### src/rtl/serial_four_bit_subtractor_if.sv
// rtl/serial_four_bit_subtractor_if.sv - start/busy/done operand and result bundle for the serial subtractor
// The ovf signal exists only when SUB_OVERFLOW_EN is defined.
interface serial_four_bit_subtractor_if #(
  parameter int WIDTH = 4
);
  logic             start;
  logic [WIDTH-1:0] A;
  logic [WIDTH-1:0] B;
  logic             Bi;
  logic             busy;
  logic             done;
  logic [WIDTH-1:0] D;
  logic             Bo;
`ifdef SUB_OVERFLOW_EN
  logic             ovf;
`endif

  modport master (
    output start, A, B, Bi,
    input  busy, done, D, Bo
`ifdef SUB_OVERFLOW_EN
    , input ovf
`endif
  );

  modport slave (
    input  start, A, B, Bi,
    output busy, done, D, Bo
`ifdef SUB_OVERFLOW_EN
    , output ovf
`endif
  );
endinterface

### src/rtl/serial_four_bit_subtractor.sv
// rtl/serial_four_bit_subtractor.sv - bit-serial A - B - Bi, one full-subtractor stage, WIDTH cycles per result
// Optional signed-overflow flag enabled by defining SUB_OVERFLOW_EN.
module serial_four_bit_subtractor #(
  parameter int WIDTH = 4
) (
  input logic                          clk,
  input logic                          rst,
  serial_four_bit_subtractor_if.slave  bus
);
  localparam int CW = (WIDTH > 2) ? $clog2(WIDTH) : 1;
  localparam logic [CW-1:0] LAST = CW'(WIDTH - 1);

  typedef enum logic [1:0] {IDLE, SHIFT, DONE} state_t;

  state_t           state_q, state_d;
  logic [WIDTH-1:0] ra_q, ra_d;
  logic [WIDTH-1:0] rb_q, rb_d;
  logic             br_q, br_d;
  logic [WIDTH-1:0] dr_q, dr_d;
  logic [CW-1:0]    cnt_q, cnt_d;
  logic [WIDTH-1:0] dout_q, dout_d;
  logic             bo_q, bo_d;
`ifdef SUB_OVERFLOW_EN
  logic             amsb_q, amsb_d;
  logic             bmsb_q, bmsb_d;
  logic             ovf_q, ovf_d;
`endif

  logic             a_bit;
  logic             b_bit;
  logic             d_bit;
  logic             br_next;
  logic [WIDTH-1:0] diff_next;

  // Single full-subtractor stage on the operand LSBs.
  assign a_bit     = ra_q[0];
  assign b_bit     = rb_q[0];
  assign d_bit     = a_bit ^ b_bit ^ br_q;
  assign br_next   = (~a_bit & b_bit) | (~(a_bit ^ b_bit) & br_q);
  assign diff_next = {d_bit, dr_q[WIDTH-1:1]};

  always_comb begin
    state_d = state_q;
    ra_d    = ra_q;
    rb_d    = rb_q;
    br_d    = br_q;
    dr_d    = dr_q;
    cnt_d   = cnt_q;
    dout_d  = dout_q;
    bo_d    = bo_q;
`ifdef SUB_OVERFLOW_EN
    amsb_d  = amsb_q;
    bmsb_d  = bmsb_q;
    ovf_d   = ovf_q;
`endif
    case (state_q)
      IDLE, DONE: begin
        if (bus.start) begin
          ra_d    = bus.A;
          rb_d    = bus.B;
          br_d    = bus.Bi;
          cnt_d   = '0;
          dr_d    = '0;
`ifdef SUB_OVERFLOW_EN
          amsb_d  = bus.A[WIDTH-1];
          bmsb_d  = bus.B[WIDTH-1];
`endif
          state_d = SHIFT;
        end else begin
          state_d = IDLE;
        end
      end
      SHIFT: begin
        ra_d  = ra_q >> 1;
        rb_d  = rb_q >> 1;
        br_d  = br_next;
        dr_d  = diff_next;
        cnt_d = cnt_q + 1'b1;
        if (cnt_q == LAST) begin
          dout_d  = diff_next;
          bo_d    = br_next;
`ifdef SUB_OVERFLOW_EN
          ovf_d   = (amsb_q != bmsb_q) & (d_bit != amsb_q);
`endif
          state_d = DONE;
        end
      end
      default: state_d = IDLE;
    endcase
  end

  always_ff @(posedge clk or posedge rst) begin
    if (rst) begin
      state_q <= IDLE;
      ra_q    <= '0;
      rb_q    <= '0;
      br_q    <= 1'b0;
      dr_q    <= '0;
      cnt_q   <= '0;
      dout_q  <= '0;
      bo_q    <= 1'b0;
`ifdef SUB_OVERFLOW_EN
      amsb_q  <= 1'b0;
      bmsb_q  <= 1'b0;
      ovf_q   <= 1'b0;
`endif
    end else begin
      state_q <= state_d;
      ra_q    <= ra_d;
      rb_q    <= rb_d;
      br_q    <= br_d;
      dr_q    <= dr_d;
      cnt_q   <= cnt_d;
      dout_q  <= dout_d;
      bo_q    <= bo_d;
`ifdef SUB_OVERFLOW_EN
      amsb_q  <= amsb_d;
      bmsb_q  <= bmsb_d;
      ovf_q   <= ovf_d;
`endif
    end
  end

  assign bus.busy = (state_q == SHIFT);
  assign bus.done = (state_q == DONE);
  assign bus.D    = dout_q;
  assign bus.Bo   = bo_q;
`ifdef SUB_OVERFLOW_EN
  assign bus.ovf  = ovf_q;
`endif
endmodule

### src/flat_wrapper.sv
// flat-port wrapper written by rule: the top's interface ports become plain ports
module serial_four_bit_subtractor_flat 
#(
  parameter int WIDTH = 4
)
  (clk, rst, bus_start, bus_A, bus_B, bus_Bi, bus_busy, bus_done, bus_D, bus_Bo);
  serial_four_bit_subtractor_if #(.WIDTH(WIDTH)) bus_i ();
  input logic clk;
  input logic rst;
  input wire logic [$bits(bus_i.start)-1:0] bus_start;
  input wire logic [$bits(bus_i.A)-1:0] bus_A;
  input wire logic [$bits(bus_i.B)-1:0] bus_B;
  input wire logic [$bits(bus_i.Bi)-1:0] bus_Bi;
  output wire logic [$bits(bus_i.busy)-1:0] bus_busy;
  output wire logic [$bits(bus_i.done)-1:0] bus_done;
  output wire logic [$bits(bus_i.D)-1:0] bus_D;
  output wire logic [$bits(bus_i.Bo)-1:0] bus_Bo;
  assign bus_i.start = bus_start;
  assign bus_i.A = bus_A;
  assign bus_i.B = bus_B;
  assign bus_i.Bi = bus_Bi;
  assign bus_busy = bus_i.busy;
  assign bus_done = bus_i.done;
  assign bus_D = bus_i.D;
  assign bus_Bo = bus_i.Bo;
  serial_four_bit_subtractor #(.WIDTH(WIDTH)) u_core (.clk(clk), .rst(rst), .bus(bus_i));
endmodule
### config.mk
export PLATFORM = sky130hd
export DESIGN_NAME = serial_four_bit_subtractor_flat
export DESIGN_NICKNAME = d
export VERILOG_FILES = /design/src/rtl/serial_four_bit_subtractor_if.sv /design/src/rtl/serial_four_bit_subtractor.sv /design/src/flat_wrapper.sv
export SDC_FILE = /design/constraint.sdc
export NUM_CORES = 1
export LEC_CHECK = 0
export CAP_MARGIN = 0
export CORE_UTILIZATION = 40
export CTS_CLUSTER_SIZE = 8
export DETAILED_ROUTE_END_ITERATION = 12
export PLACE_DENSITY = 0.69
export REMOVE_ABC_BUFFERS = 1
export SYNTH_ARGS = -nofsm -noshare
export SYNTH_HDL_FRONTEND = slang
export SYNTH_SLANG_ARGS = --single-unit
### constraint.sdc
create_clock -name clk -period 2.4 [get_ports clk]
set_input_delay 0.24 -clock clk [delete_from_list [all_inputs] [get_ports clk]]
set_output_delay 0.24 -clock clk [all_outputs]
set_load 0.03 [all_outputs]
### Word level (Yosys, flattened, before mapping)

Cells that the tools add are included.

| operators by class | value |
|---|---|
| add/subtract/negate cells | 1 |
| multiply operators | 0 |
| div/mod/pow operators | 0 |
| $lt $le $gt $ge | 0 |
| equality and inequality tests | 5 |
| shifts and indexed selects | 0 |
| muxes and demuxes | 13 |
| bitwise operators | 7 |
| reduce and logical (&&, ||, !) cells | 5 |

Operators with widths:

| kind | count |
|---|---|
| $pmux W4 S2 | 3 |
| $mux W4 | 3 |
| $pmux W2 S2 | 2 |
| $eq A2 B2 Y1 const B | 2 |
| $mux W2 | 2 |
| $reduce_and A2 Y1 | 2 |
| $add A2 B1 Y2 const B | 1 |
| $and A1 B1 Y1 | 2 |
| $eq A2 B1 Y1 const B | 1 |
| $logic_not A2 Y1 | 1 |
| $mux W1 | 2 |
| $ne A2 B1 Y1 const B | 1 |
| $ne A2 B2 Y1 const B | 1 |
| $not A1 Y1 | 2 |
| $pmux W1 S2 | 1 |
| $reduce_bool A2 Y1 | 1 |
| $reduce_or A2 Y1 | 1 |
| $xor A1 B1 Y1 | 2 |
| $or A1 B1 Y1 | 1 |

| word-level totals | value |
|---|---|
| register bits after elaboration | 22 |
| bits in latches | 0 |
| bits in writable memories | 0 |
| memory bits (read-only) | 0 |
| bits of input ports | 12 |
| output and inout bits | 7 |
| memories kept | 0 |

### Longest topological paths before layout

Gate-level depths: netlist of the first run.

| logic depth | value |
|---|---|
| depth after elaboration | 5 |
| depth in mapped cells | 6 |
| mapped depth without buffers | 4 |

### Least setup slack after synthesis of the first run

OpenSTA, ideal clock, no wires.

| timing path | value |
|---|---|
| path type | register to register |
| from | register u_core.rb_q[0] |
| to | register u_core.dout_q[3], in the netlist u_core.bus.D[3] |
| setup time | 0.125 ns |
| arrival | 1.120 ns |
| slack | 1.156 ns |
| stages on the path, launching flop included | 4 |
| path buffers | 0 |
| period minus slack after synthesis | 1.244 ns |
| cell sequence | dfrtp_1 -> inv_1 -> fa_1 -> mux2_2 |

| on the way | value |
|---|---|
| word-level cells in the longest chain between the ends | 2 |

RTL lines:

| element | RTL line | source |
|---|---|---|
| start: declaration | serial_four_bit_subtractor.sv:17 | `logic [WIDTH-1:0] rb_q, rb_d;` |
| start signal: assignment | serial_four_bit_subtractor.sv:110 | `rb_q <= rb_d;` |
| $xor A1 B1 Y1 (2 in a row) | serial_four_bit_subtractor.sv:38 | `assign d_bit = a_bit ^ b_bit ^ br_q;` |
| net u_core.d_bit | serial_four_bit_subtractor.sv:31 | `logic d_bit;` |
| end signal: assignment | serial_four_bit_subtractor.sv:114 | `dout_q <= dout_d;` |
| end: declaration | serial_four_bit_subtractor.sv:21 | `logic [WIDTH-1:0] dout_q, dout_d;` |

The timed path passes the listed nets, and every way through them passes these cells.
A chain may end at the register's enable or synchronous reset.

### Worst setup path after layout of the first run

| timing path | value |
|---|---|
| from | register u_core.state_q[0] |
| to | output port bus_busy |

| on the way | value |
|---|---|
| word-level cells in the longest chain between the ends | 1 |

RTL lines:

| element | RTL line | source |
|---|---|---|
| start: declaration | serial_four_bit_subtractor.sv:15 | `state_t state_q, state_d;` |
| start signal: assignment | serial_four_bit_subtractor.sv:108 | `state_q <= state_d;` |
| $eq A2 B1 Y1 | serial_four_bit_subtractor.sv:124 | `assign bus.busy = (state_q == SHIFT);` |
| end: declaration | flat_wrapper.sv:14 | `output wire logic [$bits(bus_i.busy)-1:0] bus_busy;` |

No other way between the ends.

==> flow_metrics.py, run 1 <==
metrics = {
    "status": {
        "status": "finished clean",
    },
    "timing": {
        "maxSlewHeadroom": 0.488,
        "finalWorstSetupSlack_ps": 371,
        "finalCritPeriodShare": 0.845,
        "finalMaxSlewViolations": 0,
        "fin_tns_setup_ps": 0,
        "fin_crit_ps": 2030,
        "setup_viol": 0,
        "holdWs_ps": 354,
        "tightest_slew_ps": 768,
        "max_freq_mhz": 493,
        "grt_setup_unrepaired": "no",
        "finalHoldViolations": 0,
        "fin_skew_ps": 2.44,
    },
    "layout": {
        "diodes": 0,
        "nets": 109,
        "final_cell_count_no_fill": 122,
        "syn2layout_area_growth_pct": 23.6,
        "layout-drive-gt1-share": 0.128,
        "stdcell_area_mm2": 0.00115,
        "fin_util": 0.522,
        "fillCellCount": 207,
    },
    "setup_path": {
        "crit_path_end_kind": "primary output",
        "crit_arrival_ps": 1790,
        "crit_type": "reg -> out",
        "critPathLaunchType": "register",
        "critical_path_required_ps": 2160,
        "path_delay_family": "buffers and inverters",
        "max_stage_delay_ps": 670,
        "cp_num_buf_inv": 2,
        "crit_chain": "nand2b_4 -> inv_12 -> clkdlybuf4s50_1",
        "path_max_fanout": 10,
        "slowest_stage": "clkdlybuf4s50_1",
    },
    "synth": {
        "async_flop_share": 1.00,
        "synth.avg_cell_area_um2": 12.6,
        "yosysSeqAreaShare": 0.562,
        "synthFlopType": "dfrtp_1",
        "yosysWarnings": 0,
        "postSynthCellCount": 74,
        "synth_cell_types": 25,
        "synth-edff-count": 0,
        "syn_area_um2": 935,
        "ys_ff_latch": 21,
    },
    "cts": {
        "clock-sinks": 21,
        "clkTransAtPathRegs_ps": 120,
        "cts_max_level": 1,
        "root_buffer": "clkbuf_4",
        "clk_latency_ps": 310,
        "cts_resized": 0,
        "cts_tree": "yes",
        "max-clock-path-buffers": 2,
        "cts_buffers": 3,
        "cts_setup_buffers": 0,
        "holdBufCountCts": 0,
    },
    "placed_design": {
        "io_buffer_count": 18,
        "gp_congestion": 0.802,
        "place_ws_ps": 717,
        "dpl_cell_area_mm2": 0.00113,
        "dp.cells": 118,
    },
    "detailed_routing": {
        "remaining_drc_errors": 0,
        "vias": 624,
        "ant_nets": 0,
        "drt_iter0_markers": 7,
        "wire_per_inst_um": 13.3,
        "drt_first_pass_iters": 4,
        "wirelength_um": 1620,
        "viasPerCell": 5.11,
    },
    "global_route": {
        "overflow": 0,
        "grt_max_degree": 22,
        "grt_pass1_vias": 639,
        "grt_pass1_wl_um": 2980,
        "antenna_found_initial": 0,
        "groute.usage.overall": 0.162,
    },
    "power_and_ir_drop": {
        "power.density_mw_per_mm2": 1400,
        "power.leakage_nw": 0.511,
        "power.total_mw": 1.61,
        "max-vdd-ir-drop_mv": 0.640,
    },
    "die": {
        "die_w_um": 50.3,
        "start_util": 0.423,
        "core-area_mm2": 0.00221,
        "die-area_mm2": 0.00253,
        "die_y_um": 50.3,
        "io_pins": 19,
        "row_count": 17,
    },
    "hold_path": {
        "min_path_type": "in -> async",
    },
    "run": {
        "maxCapViolations": 0,
    },
}
-- state kept, by name, summed over array words and instances, names as in the netlist --
signal / cells
u_core.bus.D: 4
u_core.ra_q: 4
u_core.rb_q: 4
u_core.dr_q: 3
u_core.cnt_q: 2
u_core.state_q: 2
u_core.br_q: 1
u_core.bus.Bo: 1
-- kinds of logic (layout without fill, tap and decap cells) --
group / count (synthesis) / in the layout / share of synthesized area
buffers and inverters: 8 / 28 / 0.0656
AO/OA/AOI/OAI: 18 / 18 / 0.137
multiplexers: 6 / 6 / 0.0696
adder cells (fa/ha/maj): 2 / 2 / 0.0348
flip-flops: 21 / 21 / 0.562
AND/OR/NAND/NOR: 19 / 19 / 0.131
-- synth_stat cells (2+ instances only) --
master,count,area share
buf_6,2,0.024
nor2b_1,2,0.013
a211oi_1,2,0.016
o22ai_1,4,0.027
mux2_2,4,0.048
dfrtp_1,21,0.56
o21ai_0,3,0.016
nor3_1,4,0.021
a22o_1,6,0.056
mux2i_1,2,0.021
inv_1,4,0.016
nor2_1,5,0.020
and2b_1,2,0.016
a21oi_1,2,0.011
-- path summary, 6_finish.rpt --
check,depth (start not counted),endpoint,startpoint,slack [ps]
min reg2reg,2,u_core.bus.Bo$_DFFE_PP0P_,u_core.bus.Bo$_DFFE_PP0P_,500
max reg2reg,3,u_core.bus.D[0]$_DFFE_PP0P_,u_core.cnt_q[0]$_DFFE_PP0P_,1020
max,3,bus_busy,u_core.state_q[0]$_DFFE_PP0P_,370
min in group clk,2,u_core.bus.Bo$_DFFE_PP0P_,u_core.bus.Bo$_DFFE_PP0P_,500
max in group asynchronous,2,u_core.ra_q[1]$_DFFE_PP0P_,rst,1570
min,2,u_core.bus.D[0]$_DFFE_PP0P_,rst,350
-- area by class of cell --
type / count / area (um2) / area share
flip-flops and latches: 21 / 526 / 0.455
well taps: 28 / 35.0 / 0.0303
clock inverters: 1 / 5.00 / 0.00433
multi-input cells: 45 / 348 / 0.301
clock buffers: 3 / 22.5 / 0.0195
repair buffers: 19 / 188 / 0.163
inverters: 5 / 31.3 / 0.0271
-- metal layers --
metal | track usage | up-vias | wire (um)
met5 | 0 | - | 0
met4 | 0.0972 | 0 | 38
met3 | 0.0273 | 4 | 48
met2 | 0.249 | 13 | 783
met1 | 0.213 | 303 | 747
li1 | - | 304 | -
-- power by group --
part | switching, mW | leakage (nW) | internal (mW)
Sequential | 0.127 | 0.260 | 0.523
Clock | 0.109 | 0.0177 | 0.0623
Combinational | 0.414 | 0.234 | 0.377
Total | 0.649 | 0.511 | 0.962
-- cells in the final DEF (no fill, tap or decap), drive strengths merged, types with 3 or more instances in the layout --
master,n
a22o,6
clkbuf,3
clkdlybuf4s50,18
dfrtp,21
inv,5
mux2,4
nor2,6
nor3,4
o21ai,3
o22ai,4
Note: power is estimated with default switching activity, not from simulation.
==> inputs of run 2 (changes only) <==
==> constraint.sdc (replaced) <==
create_clock -name clk -period 1.9 [get_ports clk]
set_input_delay 0.19 -clock clk [delete_from_list [all_inputs] [get_ports clk]]
set_output_delay 0.19 -clock clk [all_outputs]
set_load 0.03 [all_outputs]
==> run 2 against run 1 <==
Effect of this change:
- clock power up 24%
- utilization up 0.34 points
- register-to-register slack got worse by 510 ps
- sequential share of layout area decreased by 0.19 points
- via count is 1.8% higher
- clock skew increased by 1.9 ps
- critical path depth shrank 1
- routed wire length increased by 0.80%
- total power increased by 26%
- non-clock buffer count increased by 1
- global-route usage fell by 1.0 points
- setup slack got worse by 260 ps
- critical endpoint is now bus_done
==> flow_metrics.py, run 2 (same netlist as run 1, synthesis figures left out) <==
metrics = {
    "status": {
        "status": "finished clean",
    },
    "setup_path": {
        "path_max_fanout": 9,
        "crit_arrival_ps": 1600,
        "crit_type": "reg -> out",
        "critPathLaunchType": "register",
        "critical_path_required_ps": 1710,
        "crit_path_end_kind": "primary output",
    },
    "detailed_routing": {
        "viasPerCell": 5.16,
        "vias": 635,
        "remaining_drc_errors": 0,
        "drt_iter0_markers": 11,
        "drt_first_pass_iters": 4,
        "ant_nets": 0,
        "wirelength_um": 1630,
        "wire_per_inst_um": 13.3,
    },
    "timing": {
        "grt_setup_unrepaired": "no",
        "tightest_slew_ps": 458,
        "fin_skew_ps": 4.30,
        "finalCritPeriodShare": 0.942,
        "finalMaxSlewViolations": 0,
        "fin_crit_ps": 1790,
        "fin_tns_setup_ps": 0,
        "max_freq_mhz": 559,
        "finalHoldViolations": 0,
        "setup_viol": 0,
        "maxSlewHeadroom": 0.694,
    },
    "global_route": {
        "overflow": 0,
        "grt_pass1_vias": 632,
        "antenna_found_initial": 0,
        "grt_pass1_wl_um": 2800,
        "grt_max_degree": 22,
        "groute.usage.overall": 0.152,
    },
    "die": {
        "die-area_mm2": 0.00253,
        "io_pins": 19,
        "die_y_um": 50.3,
        "core-area_mm2": 0.00221,
        "die_w_um": 50.3,
        "start_util": 0.423,
        "row_count": 17,
    },
    "run": {
        "maxCapViolations": 0,
    },
    "cts": {
        "cts_buffers": 3,
        "cts_tree": "yes",
        "cts_resized": 2,
        "holdBufCountCts": 0,
        "clk_latency_ps": 300,
        "root_buffer": "clkbuf_4",
        "clkTransAtPathRegs_ps": 120,
        "cts_setup_buffers": 0,
        "max-clock-path-buffers": 2,
        "cts_max_level": 1,
        "clock-sinks": 21,
    },
    "layout": {
        "nets": 110,
        "layout-drive-gt1-share": 0.147,
        "final_cell_count_no_fill": 123,
        "stdcell_area_mm2": 0.00116,
        "layout_common_cells": "dfrtp_1, clkdlybuf4s50_1, a22o_1",
        "fin_util": 0.525,
        "syn2layout_area_growth_pct": 24.4,
        "diodes": 0,
        "final_common_cell": "dfrtp_1",
    },
    "power_and_ir_drop": {
        "power.total_mw": 2.03,
        "power.leakage_nw": 0.516,
        "power.density_mw_per_mm2": 1750,
        "max-vdd-ir-drop_mv": 0.808,
    },
    "placed_design": {
        "dp.cells": 119,
        "dp_hpwl_um": 1230,
        "gp_congestion": 0.846,
        "dpl_cell_area_mm2": 0.00113,
        "io_buffer_count": 18,
    },
    "hold_path": {
        "min_path_type": "in -> async",
    },
}
-- run 2: critical path, stage by stage (launching register included) --
cell and delay [ps]:
dfrtp_2 490, nor2b_1 130, clkdlybuf4s50_1 680
-- run 2: layout make-up --
type	instances	area, um2
clock buffers	3	22.5
clock inverters	1	5.00
fillers	223	1050
inverters	5	31.3
multi-input cells	45	348
flip-flops and latches	21	527
well taps	28	35.0
repair buffers	20	194
-- run 2: per-stage QoR --
step                      hold slack (ps)  worst slack, ps
after floorplan                       167              426
after global placement                463              287
after detailed placement              469              241
after CTS                             190             99.9
after global routing                  249             51.5
final                                 191              110
-- run 2: routing by layer --
layer,vias up,track usage,routed length (um),part of all wire
met2,16,0.238,761,0.47
met4,0,0.0833,34,0.021
met3,5,0.0182,54,0.033
met5,-,0,0,0
met1,311,0.203,780,0.48
li1,303,-,-,-
-- run 2: power breakdown --
part | leakage, nW | switching (mW) | internal, mW
registers | 0.259 | 0.159 | 0.663
clock network | 0.0177 | 0.133 | 0.0786
logic | 0.240 | 0.530 | 0.470
total | 0.516 | 0.823 | 1.21
-- run 2: path summary, 6_finish.rpt --
path / start / to / slack (ps) / depth (start not counted)
max: u_core.state_q[0]$_DFFE_PP0P_ / bus_done / 110 / 2
min: rst / u_core.bus.D[1]$_DFFE_PP0P_ / 190 / 3
max in group asynchronous: rst / u_core.state_q[0]$_DFFE_PP0P_ / 1480 / 3
min reg2reg: u_core.bus.Bo$_DFFE_PP0P_ / u_core.bus.Bo$_DFFE_PP0P_ / 490 / 2
min in group clk: u_core.bus.Bo$_DFFE_PP0P_ / u_core.bus.Bo$_DFFE_PP0P_ / 490 / 2
max reg2reg: u_core.cnt_q[0]$_DFFE_PP0P_ / u_core.bus.D[1]$_DFFE_PP0P_ / 510 / 3
